$ cat src/rtl/instr_fetch.sv
// rtl/instr_fetch.sv - PC sequencing, ROM fetch and instruction register; optional FETCH_WRAP_FAULT_EN
module instr_fetch #(
    parameter int         D         = 12,
    parameter logic [8:0] HALT_CODE = 9'b111111111,
    parameter int         OFS_W     = 8
) (
    input  logic             clk,
    input  logic             rst_n,
    input  logic             start,
    input  logic [D-1:0]     start_addr,
    input  logic             stall,
    input  logic             br_rel,
    input  logic [OFS_W-1:0] br_offset,
    input  logic             jmp_abs,
    input  logic [D-1:0]     jmp_target,
    output logic [D-1:0]     prog_ctr_out,
    input  logic [8:0]       mach_code,
    output logic [8:0]       instr,
    output logic [D-1:0]     instr_pc,
    output logic             instr_valid,
    output logic             done,
    output logic             fault
);

    typedef enum logic [1:0] {ST_IDLE, ST_RUN, ST_DONE} state_t;

    state_t         state_q, state_d;
    logic [D-1:0]   pc_q, pc_d;
    logic [D-1:0]   instr_pc_q, instr_pc_d;
    logic [8:0]     instr_q, instr_d;
    logic           valid_q, valid_d;
    logic           done_q, done_d;
    logic [D-1:0]   rel_target;

    // Size cast of a signed operand sign-extends the offset before the modulo-2**D add.
    assign rel_target = instr_pc_q + D'($signed(br_offset));

`ifdef FETCH_WRAP_FAULT_EN
    logic fault_q, fault_d;
    assign fault = fault_q;
`else
    assign fault = 1'b0;
`endif

    always_comb begin
        state_d    = state_q;
        pc_d       = pc_q;
        instr_d    = instr_q;
        instr_pc_d = instr_pc_q;
        valid_d    = valid_q;
        done_d     = done_q;
`ifdef FETCH_WRAP_FAULT_EN
        fault_d    = fault_q;
`endif
        case (state_q)
            ST_IDLE, ST_DONE: begin
                if (start) begin
                    state_d = ST_RUN;
                    pc_d    = start_addr;
                    valid_d = 1'b0;
                    done_d  = 1'b0;
`ifdef FETCH_WRAP_FAULT_EN
                    fault_d = 1'b0;
`endif
                end
            end
            ST_RUN: begin
                if (!stall) begin
                    if (valid_q && instr_q == HALT_CODE) begin
                        state_d = ST_DONE;
                        valid_d = 1'b0;
                        done_d  = 1'b1;
                    end else if (valid_q && jmp_abs) begin
                        pc_d    = jmp_target;
                        valid_d = 1'b0;
                    end else if (valid_q && br_rel) begin
                        pc_d    = rel_target;
                        valid_d = 1'b0;
`ifdef FETCH_WRAP_FAULT_EN
                    end else if (&pc_q) begin
                        // Last ROM word is reserved: reaching it ends the run with a fault.
                        state_d = ST_DONE;
                        valid_d = 1'b0;
                        done_d  = 1'b1;
                        fault_d = 1'b1;
`endif
                    end else begin
                        instr_d    = mach_code;
                        instr_pc_d = pc_q;
                        valid_d    = 1'b1;
                        pc_d       = pc_q + D'(1);
                    end
                end
            end
            default: state_d = ST_IDLE;
        endcase
    end

    always_ff @(posedge clk or negedge rst_n) begin
        if (!rst_n) begin
            state_q    <= ST_IDLE;
            pc_q       <= '0;
            instr_q    <= '0;
            instr_pc_q <= '0;
            valid_q    <= 1'b0;
            done_q     <= 1'b0;
`ifdef FETCH_WRAP_FAULT_EN
            fault_q    <= 1'b0;
`endif
        end else begin
            state_q    <= state_d;
            pc_q       <= pc_d;
            instr_q    <= instr_d;
            instr_pc_q <= instr_pc_d;
            valid_q    <= valid_d;
            done_q     <= done_d;
`ifdef FETCH_WRAP_FAULT_EN
            fault_q    <= fault_d;
`endif
        end
    end

    assign prog_ctr_out = pc_q;
    assign instr        = instr_q;
    assign instr_pc     = instr_pc_q;
    assign instr_valid  = valid_q;
    assign done         = done_q;

endmodule

$ cat config.mk
export PLATFORM = sky130hd
export DESIGN_NAME = instr_fetch
export DESIGN_NICKNAME = d
export VERILOG_FILES = /design/src/rtl/instr_fetch.sv
export SDC_FILE = /design/constraint.sdc
export NUM_CORES = 1
export LEC_CHECK = 0
export ABC_AREA = 0
export ABC_CLOCK_PERIOD_IN_PS = 2800
export CELL_PAD_IN_SITES_DETAIL_PLACEMENT = 2
export CELL_PAD_IN_SITES_GLOBAL_PLACEMENT = 2
export CORE_UTILIZATION = 28
export CTS_CLUSTER_DIAMETER = 200
export DETAILED_ROUTE_END_ITERATION = 6
export GPL_TIMING_DRIVEN = 1
export HOLD_SLACK_MARGIN = 0.12
export PLACE_DENSITY = 0.8
export SYNTH_ARGS = -nofsm -noshare
export SYNTH_HDL_FRONTEND = slang
export SYNTH_SLANG_ARGS = --single-unit
$ cat constraint.sdc
create_clock -name clk -period 2.8 [get_ports clk]
set_input_delay 0.42 -clock clk [delete_from_list [all_inputs] [get_ports clk]]
set_output_delay 0.42 -clock clk [all_outputs]
set_load 0.005 [all_outputs]
==> impl_summary.txt <==
----------------------------------------------------
[Worst setup path]
  Cells along the critical path ... clkdlybuf4s50_1 > ha_1 > inv_1 > fa_1 > nor2b_1 > o21bai_1 > nor3b_1 > o41ai_1 > a211o_1 > a31oi_1
  Cell type group with the largest total delay on the critical path ... compound AO/OA/AOI/OAI gates
  Arrival @ worst endpoint ... about 2.6 ns
  CP max-delay cell ... clkdlybuf4s50_1
  Crit Path Max Fanout ... 4
  Required time reported for the critical path endpoint ... between 2 and 3 ns
  Nature of the critical path endpoint ... flip-flop
  Crit path launch type ... input port
  Largest stage delay, worst path ... ~0.46 ns
  Buffers and inverters on the worst path ... 2
  Critical path class ... in2reg

[Clock tree]
  # Post-CTS Setup Buffers ... 0
  # H-tree levels ... 2
  Maximum number of buffers from clock root to sink ... 2
  Clock-pin slew of the registers on the worst-case setup and hold paths ... about 0.080 ns
  Cts repair resizes ... 0
  Hold Buf Count CTS ... 0
  CTS tree ... yes
  Clock latency at the later pin of the worst-skew pair ... approximately 0.29 ns
  TritonCTS Buffers ... 5
  Clock root cell ... clkbuf_8
  Number of clock sinks seen by CTS ... 37

[Global routing]
  Wire length of the first global-routing pass ... between 15,000 and 20,000 um
  Overall routing resource usage ... 0.201
  Antenna violations before repair ... 0
  Number of global-route vias before repair ... 2,885
  Overflow left after global routing ... 0
  Maximum number of pins on one net before global-route repair ... 38

[Die]
  Initial Utilization ... 0.294
  Chip height ... between 90 and 100 um
  Rows ... 34
  I/O pins ... slightly above 80
  Width of the chip ... 98.7 um
  CORE AREA ... between 0.008 and 0.009 mm2
  Overall die area ... 0.00973 mm2

[Timing]
  Pin slew with the least headroom to its limit ... between 0.8 and 0.9 ns
  Final number of hold-violating endpoints ... 0
  Max Clk Rate ... ~410 MHz
  RSZ-0062 raised after global routing ... false
  Max-slew headroom ... 0.405
  Post-Route Setup TNS ... 0 ns
  Final Worst Setup Slack ... 0.382 ns
  Worst Clk Skew ... around 0.0080 ns
  Setup violations, final ... 0
  Max-slew violation count ... 0
  Final critical delay including setup and external delays ... around 2.4 ns
  Final clock period utilization by the worst path ... 0.864

[Place]
  Weighted congestion reported at the end of routability-driven placement ... between 0.7 and 0.8
  Area after DPL ... between 0.003 and 0.004 mm2
  IO Port Bufs ... 81
  HPWL reported at the end of detailed placement ... between 7000 and 8000 um
  Placement Setup Slack ... about 0.053 ns

[Pwr]
  Combinational share of power ... 0.560
  Sequential cell fraction of total power ... 0.289
  Power density over the cells ... around 1000 mW/mm2
  Switching share of power ... 0.390
  Static Leakage ... 1.56 nW
  Int Power ... 2.28 mW
  Part of the power in the clock network ... 0.151
  Net switching power ... roughly 1.5 mW
  VDD IR max ... 0.000357 V
  Total power of the final layout ... 3.73 mW

[Routing]
  Routed vias ... approximately 2,500
  Post-route DRC violation count ... 0
  DRC violation total after the first TritonRoute iteration ... 86
  Final antenna-violating net count ... 0
  Routed len/inst ... 19.5 um
  Drt total wl ... between 9000 and 10,000 um
  Number of iterations in the first detailed-routing pass ... 4
  Average vias per placed instance ... 5.33

[Synthesis]
  Commonest register cell after synthesis ... dfrtp_1
  Synthesized Nets ... 341
  Number of library cell types mapped by synthesis ... 47
  Mapped cell area ... about 0.0026 mm2
  Fraction of post-synthesis cell area in the top cell type by area ... 0.354
  Number of synthesized flops with an enable pin ... 0
  Synthesized netlist cell count ... 281
  YS warnings ... 0
  Syn_area_per_cell ... just over 9 um2
  Part of the Yosys area used for sequential elements ... 0.354
  Top post-synthesis cells by area ... dfrtp_1 (35%), mux2_4 (11%), ha_1 (5.7%)
  Flip-flop and latch count after synthesis ... 37
  Async set-reset flop share out of synthesis ... 1.00
  Cell taking the most area after synthesis ... dfrtp_1

[Layout]
  Commonest non-fill, non-tap cell in the layout ... clkdlybuf4s50_1
  Final Cell Area ... roughly 0.0037 mm2
  Layout overhead on the synthesized area ... 41.6%
  Final Core Density ... 0.417
  Net count reported at finish ... 425
  Diodes inserted ... 0
  Proportion of layout cells with a drive suffix above 1 ... 0.128
  Most used cells in the layout excluding fill and tap cells ... clkdlybuf4s50_1 (80), dfrtp_1 (37), nand2_1 (27)

[Run status]
  Outcome ... finished clean

[Run]
  Max cap viols ... 0

[Min path]
  Type of the worst min-delay path ... in2async

----------------------------------------------------
## synthesized netlist by cell type (2+ instances only)
cell type / n
nor2_1: 15
mux2_2: 2
dfrtp_1: 37
o22ai_1: 2
mux2_4: 19
nor3_1: 6
o2111a_1: 2
nand3_1: 12
clkbuf_1: 12
buf_2: 2
xnor2_1: 5
and3_1: 3
a21o_1: 3
nand2_1: 27
mux2i_1: 2
o21ai_0: 19
o21a_1: 3
and2_1: 3
o211ai_1: 11
nand2b_1: 5
nor2b_1: 4
a211o_1: 2
xor2_1: 7
buf_6: 2
nor3b_1: 3
nand4_1: 8
a21oi_1: 20
ha_1: 12
or3_1: 4
inv_1: 6
a31oi_1: 7
## cell type report
class                      count  area, um2
clock inverter                 3       65.1
timing repair buffer          94        903
fill                         958       5190
clock buffer                   5       68.8
tap                          108        135
multi-input combinational    221       1580
sequential                    37        926
inverter                       6       22.5
## flip-flops by register name, indices dropped and copies added (netlist names)
signal and cells:
instr_pc 12, prog_ctr_out 12, instr 9, state_q 2, done 1, instr_valid 1
## final timing paths
| check | startpoint | to | slack, ns | depth (start not counted) |
|---|---|---|---|---|
| worst min register to register | instr[4] | instr[4] | 0.55 | 1 |
| worst min-delay path | rst_n | instr_pc[9] | 0.25 | 1 |
| worst max register to register | instr[8] | instr_pc[5] | 0.54 | 5 |
| max in group asynchronous | rst_n | prog_ctr_out[9] | 1.99 | 1 |
| worst max-delay path | br_offset[0] | prog_ctr_out[6] | 0.38 | 10 |
| min in group clk | instr[4] | instr[4] | 0.55 | 1 |
## worst reg2reg max path: stages (launching register included)
cell and delay (ns):
dfrtp_1 0.39, nand4_1 0.21, o31ai_2 0.61, or3_1 0.23, buf_4 0.32, mux2_2 0.39
## cells by family after synthesis
logic type	Yosys count	share of synthesized area
simple gates	94	0.181
buf+inv	23	0.0411
flops	37	0.354
fa+ha+maj	13	0.0650
mux	23	0.125
other cells	1	0.00143
compound gates	78	0.192
xor+xnor	12	0.0402
## power groups by stage
stage	clock, mW	combinational, mW	sequential [mW]
finish	0.564	2.09	1.08
global route	0.595	2.28	1.13
CTS	0.580	2.11	1.09
detailed placement	0	2.09	1.10
global placement	0	2.00	1.07
floorplan	0	1.15	1.00
## metal layers
layer / share of wire / track usage / vias to the layer above / routed length, um
li1: - / - / 1198 / -
met1: 0.44 / 0.254 / 1248 / 4040
met2: 0.49 / 0.351 / 75 / 4520
met3: 0.068 / 0.0482 / 4 / 626
met5: 0 / 0 / - / 0
met4: 0.0043 / 0.0367 / 0 / 40
## per-stage QoR
step,instances,hold WS [ns]
2_1_floorplan,281,0.124
3_3_place_gp,466,0.526
3_5_place_dp,466,0.533
4_1_cts,474,0.283
5_1_grt,474,0.315
6_report,474,0.253
Power figures use the tool's default switching activity.
